### src/rtl/mod_ctrl.sv
// mod_ctrl: sequencing controller for unsigned modulo by repeated subtraction.
//
// An accepted start latches the dividend into the remainder register and the
// divisor into an internal register. The datapath then takes one
// subtract-and-compare step per clock until remainder < divisor. Remainder and
// quotient are presented with a one-cycle done pulse. A zero divisor
// short-circuits to DONE with err set.
//
// Ports:
//   clk        rising-edge clock
//   rst        synchronous, active-high reset
//   start      request pulse, sampled only in IDLE
//   abort      cancels an operation in RUN (no done pulse, results cleared)
//   a, b       dividend / divisor, sampled on the accepting edge
//   busy       high while iterating (RUN)
//   done       one-cycle pulse, results valid in this cycle
//   err        divide-by-zero flag, held until the next accepted start
//   remainder  a mod b, held until the next accepted start
//   quotient   floor(a / b), held until the next accepted start
module mod_ctrl #(
   parameter int unsigned WIDTH = 32
) (
   input  logic             clk,
   input  logic             rst,
   input  logic             start,
   input  logic             abort,
   input  logic [WIDTH-1:0] a,
   input  logic [WIDTH-1:0] b,
   output logic             busy,
   output logic             done,
   output logic             err,
   output logic [WIDTH-1:0] remainder,
   output logic [WIDTH-1:0] quotient
);

   localparam logic [1:0] StIdle = 2'd0;
   localparam logic [1:0] StRun  = 2'd1;
   localparam logic [1:0] StDone = 2'd2;

   logic [1:0]       state_q, state_d;
   logic [WIDTH-1:0] rem_q, rem_d;
   logic [WIDTH-1:0] quot_q, quot_d;
   logic [WIDTH-1:0] div_q, div_d;
   logic             err_q, err_d;
   logic             busy_q, busy_d;
   logic             done_q, done_d;

   // Extra bit gives the borrow; bit WIDTH-1 of the difference alone would
   // misjudge operands at or above 2^(WIDTH-1).
   logic [WIDTH:0]   diff;
   logic             rem_lt_div;

   assign diff       = {1'b0, rem_q} - {1'b0, div_q};
   assign rem_lt_div = diff[WIDTH];

   always_comb begin
      state_d = state_q;
      rem_d   = rem_q;
      quot_d  = quot_q;
      div_d   = div_q;
      err_d   = err_q;

      case (state_q)
         StIdle: begin
            if (start) begin
               rem_d  = a;
               div_d  = b;
               quot_d = '0;
               err_d  = 1'b0;
               if (b == '0) begin
                  err_d   = 1'b1;
                  state_d = StDone;
               end else begin
                  state_d = StRun;
               end
            end
         end

         StRun: begin
            if (abort) begin
               rem_d   = '0;
               quot_d  = '0;
               state_d = StIdle;
            end else if (rem_lt_div) begin
               state_d = StDone;
            end else begin
               // Taken only when remainder >= divisor, so no underflow.
               rem_d  = diff[WIDTH-1:0];
               quot_d = quot_q + WIDTH'(1);
            end
         end

         StDone: begin
            state_d = StIdle;
         end

         default: begin
            state_d = StIdle;
         end
      endcase

      // Status flags are registered from the next state so they line up with
      // the state they describe and never depend combinationally on inputs.
      busy_d = (state_d == StRun);
      done_d = (state_d == StDone);
   end

   always_ff @(posedge clk) begin
      if (rst) begin
         state_q <= StIdle;
         rem_q   <= '0;
         quot_q  <= '0;
         div_q   <= '0;
         err_q   <= 1'b0;
         busy_q  <= 1'b0;
         done_q  <= 1'b0;
      end else begin
         state_q <= state_d;
         rem_q   <= rem_d;
         quot_q  <= quot_d;
         div_q   <= div_d;
         err_q   <= err_d;
         busy_q  <= busy_d;
         done_q  <= done_d;
      end
   end

   assign busy      = busy_q;
   assign done      = done_q;
   assign err       = err_q;
   assign remainder = rem_q;
   assign quotient  = quot_q;

endmodule

### config.mk
export PLATFORM = sky130hd
export DESIGN_NAME = mod_ctrl
export DESIGN_NICKNAME = d
export VERILOG_FILES = /design/src/rtl/mod_ctrl.sv
export SDC_FILE = /design/constraint.sdc
export NUM_CORES = 1
export LEC_CHECK = 0
export ABC_AREA = 1
export CORE_MARGIN = 2
export CORE_UTILIZATION = 50
export CTS_CLUSTER_DIAMETER = 150
export DETAILED_ROUTE_END_ITERATION = 10
export PLACE_DENSITY = 0.78
export SLEW_MARGIN = 30
export SYNTH_ARGS = -nofsm -noshare
export SYNTH_HDL_FRONTEND = slang
export SYNTH_SLANG_ARGS = --single-unit
### constraint.sdc
create_clock -name clk -period 6.64 [get_ports clk]
set_input_delay 1.328 -clock clk [delete_from_list [all_inputs] [get_ports clk]]
set_output_delay 1.328 -clock clk [all_outputs]
set_load 0.01 [all_outputs]
==> results.sh <==
export IMPL_outcome="completed"
export IMPL_ctsResizeCount=0
export IMPL_switchingPower_mw=0.883
export IMPL_drtPass1Iterations=5
export IMPL_finalClockSkew_ps=12.2
export IMPL_cts_root_buf="clkbuf_16"
export IMPL_numCtsBuffers=9
export IMPL_io_pins=135
export IMPL_setup_viol=0
export IMPL_p_sw_frac=0.404
export IMPL_synth_common_cells="nand2_1 (471), nor2_1 (234), inv_1 (213)"
export IMPL_fp_dieW_um=128
export IMPL_p_leak_nw=4.47
export IMPL_final_cell_area_um2=9440
export IMPL_internal_power_mw=1.30
export IMPL_grt_usage=0.287
export IMPL_comb_power_share=0.423
export IMPL_end_kind="register"
export IMPL_grt_pass1_vias=8077
export IMPL_drive_gt1_frac=0.0232
export IMPL_crit_required_ps=6890
export IMPL_use_met2=0.488
export IMPL_grt_max_degree=71
export IMPL_dp_cells=1678
export IMPL_worstRegToRegCells=16
export IMPL_period_needed_ps=4120
export IMPL_hold_path_class="register to register"
export IMPL_dp_slack_ps=2190
export IMPL_dp_hpwl_mm=17.3
export IMPL_route_detailed_drc=0
export IMPL_finalNonFillerCells=1694
export IMPL_port_buffer_count=134
export IMPL_p_per_area_nw_per_um2=231
export IMPL_critPathMaxFanout=70
export IMPL_avgSynthCellArea_um2=5.53
export IMPL_final_core_util=0.623
export IMPL_finalPower_mw=2.18
export IMPL_synth_top_cell_by_area="dfxtp_1"
export IMPL_p_clk_frac=0.255
export IMPL_synth_area_top_cells="dfxtp_1 (26%), nand2_1 (23%), nor2_1 (11%), inv_1 (10%), nand3_1 (6.3%)"
export IMPL_startpoint_type="input pin"
export IMPL_peakVddDrop_mv=0.139
export IMPL_fmax_mhz=243
export IMPL_synth_most_common_cell="nand2_1"
export IMPL_worst_slew_pin_slew_ps=855
export IMPL_clk_pin_slew_worst_paths_ps=70
export IMPL_hold_buffers=0
export IMPL_initial_core_util=0.510
export IMPL_grt_use_met1=0.371
export IMPL_rows=45
export IMPL_synth_edff_count=0
export IMPL_relSlewSlack=0.429
export IMPL_syn_area_um2=7730
export IMPL_dieArea_um2=16500
export IMPL_vias=8696
export IMPL_antenna_cells=0
export IMPL_yosysTopAreaCellShare=0.262
export IMPL_coreArea_um2=15100
export IMPL_postCtsSetupRepairBufs=0
export IMPL_fin_nets=1603
export IMPL_period_share=0.621
export IMPL_cts_tree="built"
export IMPL_syn2layout_area_growth_pct=22.2
export IMPL_gr_total_overflow=0
export IMPL_drt_iter0_drc=530
export IMPL_cap_violations=0
export IMPL_synth_cell_type_count=33
export IMPL_crit_type="input pin to register"
export IMPL_grt_pass1_wl_mm=38.2
export IMPL_place_gp_congestion=0.946
export IMPL_critPathArrivalTime_ps=4370
export IMPL_dpl_cell_area_um2=9140
export IMPL_power_frac_seq=0.322
export IMPL_gr_usage_met3=0.0305
export IMPL_clockBufferDepth=2
export IMPL_insertion_delay_ps=360
export IMPL_ys_flop_type="dfxtp_1"
export IMPL_finalMaxSlewViolations=0
export IMPL_vias_per_cell=5.13
export IMPL_yosysSeqAreaShare=0.262
export IMPL_rsz0062_at_grt="false"
export IMPL_routed_wl_mm=23.4
export IMPL_ys_seq_elements=101
export IMPL_busiest_layer="met2"
export IMPL_fin_ws_ps=2520
export IMPL_antenna_found_initial=0
export IMPL_die_h_um=128
export IMPL_netlist_instances=1398
export IMPL_antenna_left=0
export IMPL_hold_viol=0
export IMPL_async_flop_share=0
export IMPL_clock_sinks=101
export IMPL_yosysWarnings=0
export IMPL_hold_depth=2
export IMPL_wl_per_cell_um=13.8
export IMPL_synth_nets=1500
export IMPL_setup_tns_ps=0
export IMPL_holdWs_ps=464
export IMPL_htreeDepth=3
## routing by layer
layer | part of all wire | vias up | wire length [µm]
li1 | - | 4505 | -
met1 | 0.46 | 3898 | 10700
met2 | 0.46 | 248 | 10700
met3 | 0.053 | 45 | 1250
met4 | 0.030 | 0 | 705
met5 | 0 | - | 0
## power by group through the flow
stage / Clock, mW / Sequential, mW / Combinational (mW)
2_1_floorplan: 0 / 0.722 / 0.618
3_3_place_gp: 0 / 0.716 / 0.898
3_5_place_dp: 0 / 0.717 / 0.910
4_1_cts: 0.561 / 0.704 / 0.916
5_1_grt: 0.589 / 0.710 / 1.05
6_report: 0.556 / 0.704 / 0.924
## flip-flops by register name, summed over array words and instances, names as in the netlist
register / flops
done: 1
div_q: 32
busy: 1
quotient: 32
err: 1
state_q: 2
remainder: 32
## path summary, 6_finish.rpt
path / slack, ps / start / end
max reg2reg: 2690 / remainder[0] / remainder[6]
max: 2520 / abort / remainder[6]
min reg2reg: 460 / div_q[18] / div_q[18]
min: 460 / div_q[18] / div_q[18]
## cell type report
type	instances	area, µm²
Clock inverter	5	63.8
Multi-Input combinational cell	1037	4710
Fill cell	1486	5700
Clock buffer	11	243
Inverter	215	810
Sequential cell	101	2020
Timing Repair Buffer	137	1360
Tap cell	188	235
## cells by family (layout without fill, tap and decap cells)
logic type,after synthesis,after routing,synth area share
compound gates,150,150,0.0988
xor+xnor,12,12,0.0136
fa+ha+maj,34,34,0.0560
buf+inv,260,368,0.131
flops,101,101,0.262
simple gates,841,841,0.439
## cells in the final DEF (no fill, tap or decap), drive strengths merged, types with 2 or more instances in the layout
cell type and n:
or2 3, nor2 234, ha 33, clkinv 2, clkdlybuf4s50 133, nor3 9, nand3 99, clkbuf 11
dfxtp 101, xor2 5, nand4 2, o21ai 61, nand2 475, nor4 8, xnor2 7, a21oi 86
buf 4, nand3b 8, inv 216, and2 2
## critical path, stage by stage
cell,delay (ps)
clkdlybuf4s50_1,610
nor2_1,280
nand3_4,500
nand2_4,840
clkinv_2,490
nor2_1,220
nor2_1,70
Note: power is estimated with default switching activity, not from simulation.
==> edit (same settings) <==
The parameter `WIDTH` goes from 32 to 64.
--- a/src/rtl/mod_ctrl.sv
+++ b/src/rtl/mod_ctrl.sv
@@ -19,5 +19,5 @@
 //   quotient   floor(a / b), held until the next accepted start
 module mod_ctrl #(
-   parameter int unsigned WIDTH = 32
+   parameter int unsigned WIDTH = 64
 ) (
    input  logic             clk,
Ports: changed (resized a, b, quotient and remainder); port bits go from 135 to 263. The function was not compared with the original's and may differ.
==> edit against the unedited design <==
Sequential cell count grew 96; synthesized area grew 110%; hold slack lost 1.8 ps; sequential share of layout area shrank 1.7 points; worst setup slack gained 370 ps; synthesized cell count grew 120%; design area grew 110%; maximum frequency grew 9.9%; routed wire length grew to 2.8 times the old value; non-clock buffer count grew 138; total power grew 120%; utilization shrank 0.94 points.
==> edit: results (changes against the unedited design) <==
\begin{tabular}{lr}
\hline
Metric & Value \\
\hline
\multicolumn{2}{l}{\textbf{Run status}} \\
\quad Outcome & completed \\
\multicolumn{2}{l}{\textbf{Route}} \\
\quad Total iterations of the first detailed-routing run & 8 (+3) \\
\quad Vias per inst & 5.32 (+3.7\%) \\
\multicolumn{2}{l}{\textbf{Clock network}} \\
\quad Deepest level of the CTS H-tree & 4 (+1) \\
\quad Clock insertion delay at the later pin of the skew report & 470 ps (+110 ps) \\
\multicolumn{2}{l}{\textbf{Critical path}} \\
\quad Critical path origin & remainder[0] \\
\quad Largest fanout of any net on the critical path & 90 (+29\%) \\
\multicolumn{2}{l}{\textbf{Power and ir drop}} \\
\quad Leakage power total & 9.51 nW (+110\%) \\
\quad P\_sw & 2.22 mW (+150\%) \\
\multicolumn{2}{l}{\textbf{Global routing}} \\
\quad Initial antenna violation count & 1 (+1) \\
\quad Global-route usage over all layers & 37.3\% (+8.6 points) \\
\multicolumn{2}{l}{\textbf{Synth}} \\
\quad Cell types with the highest counts after synthesis & 1061 x nand2\_1, 496 x inv\_1, 492 x nor2\_1 \\
\quad Synthesized area per cell & 5.39 um2 (-2.5\%) \\
\quad Sequential element share of the synthesized area & 23.8\% (-2.3 points) \\
\quad Number of nets produced by synthesis & 3270 (+120\%) \\
\multicolumn{2}{l}{\textbf{Cells and area}} \\
\quad Number of filler instances in the final layout & 3265 (+120\%) \\
\quad Multi-input logic portion of the cell area & 51.6\% (+1.7 points) \\
\quad Layout cell share with drive strength beyond 1 & 2.34\% (+0.021 points) \\
\quad Non-clock buffers, area share & 13.6\% (-0.76 points) \\
\quad Summed area of non-filler cells in the final layout & 0.0200 mm2 (+110\%) \\
\quad Final nets & 3471 (+120\%) \\
\quad Count of plain and timing-repair buffers & 275 (+100\%) \\
\quad Proportion of cell area occupied by registers & 19.7\% (-1.7 points) \\
\multicolumn{2}{l}{\textbf{STA}} \\
\quad Worst relative slew slack & 34.4\% (-8.5 points) \\
\multicolumn{2}{l}{\textbf{Placed design}} \\
\quad HPWL after detailed placement & 50.4 mm (+190\%) \\
\quad Standard cell area after detailed placement & 0.0194 mm2 (+110\%) \\
\hline
\end{tabular}
-- edit: changes by cell type in the layout (fill, tap and decap cells not counted), sizes merged, moves of 96 or more --
cell | unedited run | this run
nand2 | 475 | 1065
inv | 216 | 505
nor2 | 234 | 494
clkdlybuf4s50 | 133 | 262
dfxtp | 101 | 197
-- edit: path summary, 6_finish.rpt --
path	to	slack (ps)	cells after the start
min	div_q[17]	460	2
min reg2reg	div_q[17]	460	2
max	remainder[62]	2890	19
max reg2reg	remainder[62]	2890	19
-- edit: logic make-up (layout without fill, tap and decap cells) --
group / Yosys count / after routing
xor gates and xnor gates: 29 / 29
DFF: 197 / 197
AOI/OAI and AO/OA: 305 / 305
and+or+nand+nor: 1878 / 1878
buffers and inverters: 597 / 809
adders and majority gates: 66 / 66
-- edit: per-layer routing --
metal | routed length, um | up-vias | global-route usage (%)
met3 | 5760 | 125 | 6.63
met4 | 2400 | 2 | 14.6
met1 | 28400 | 8962 | 50.2
met2 | 28400 | 919 | 59.1
li1 | - | 9828 | -
met5 | 13 | - | 0
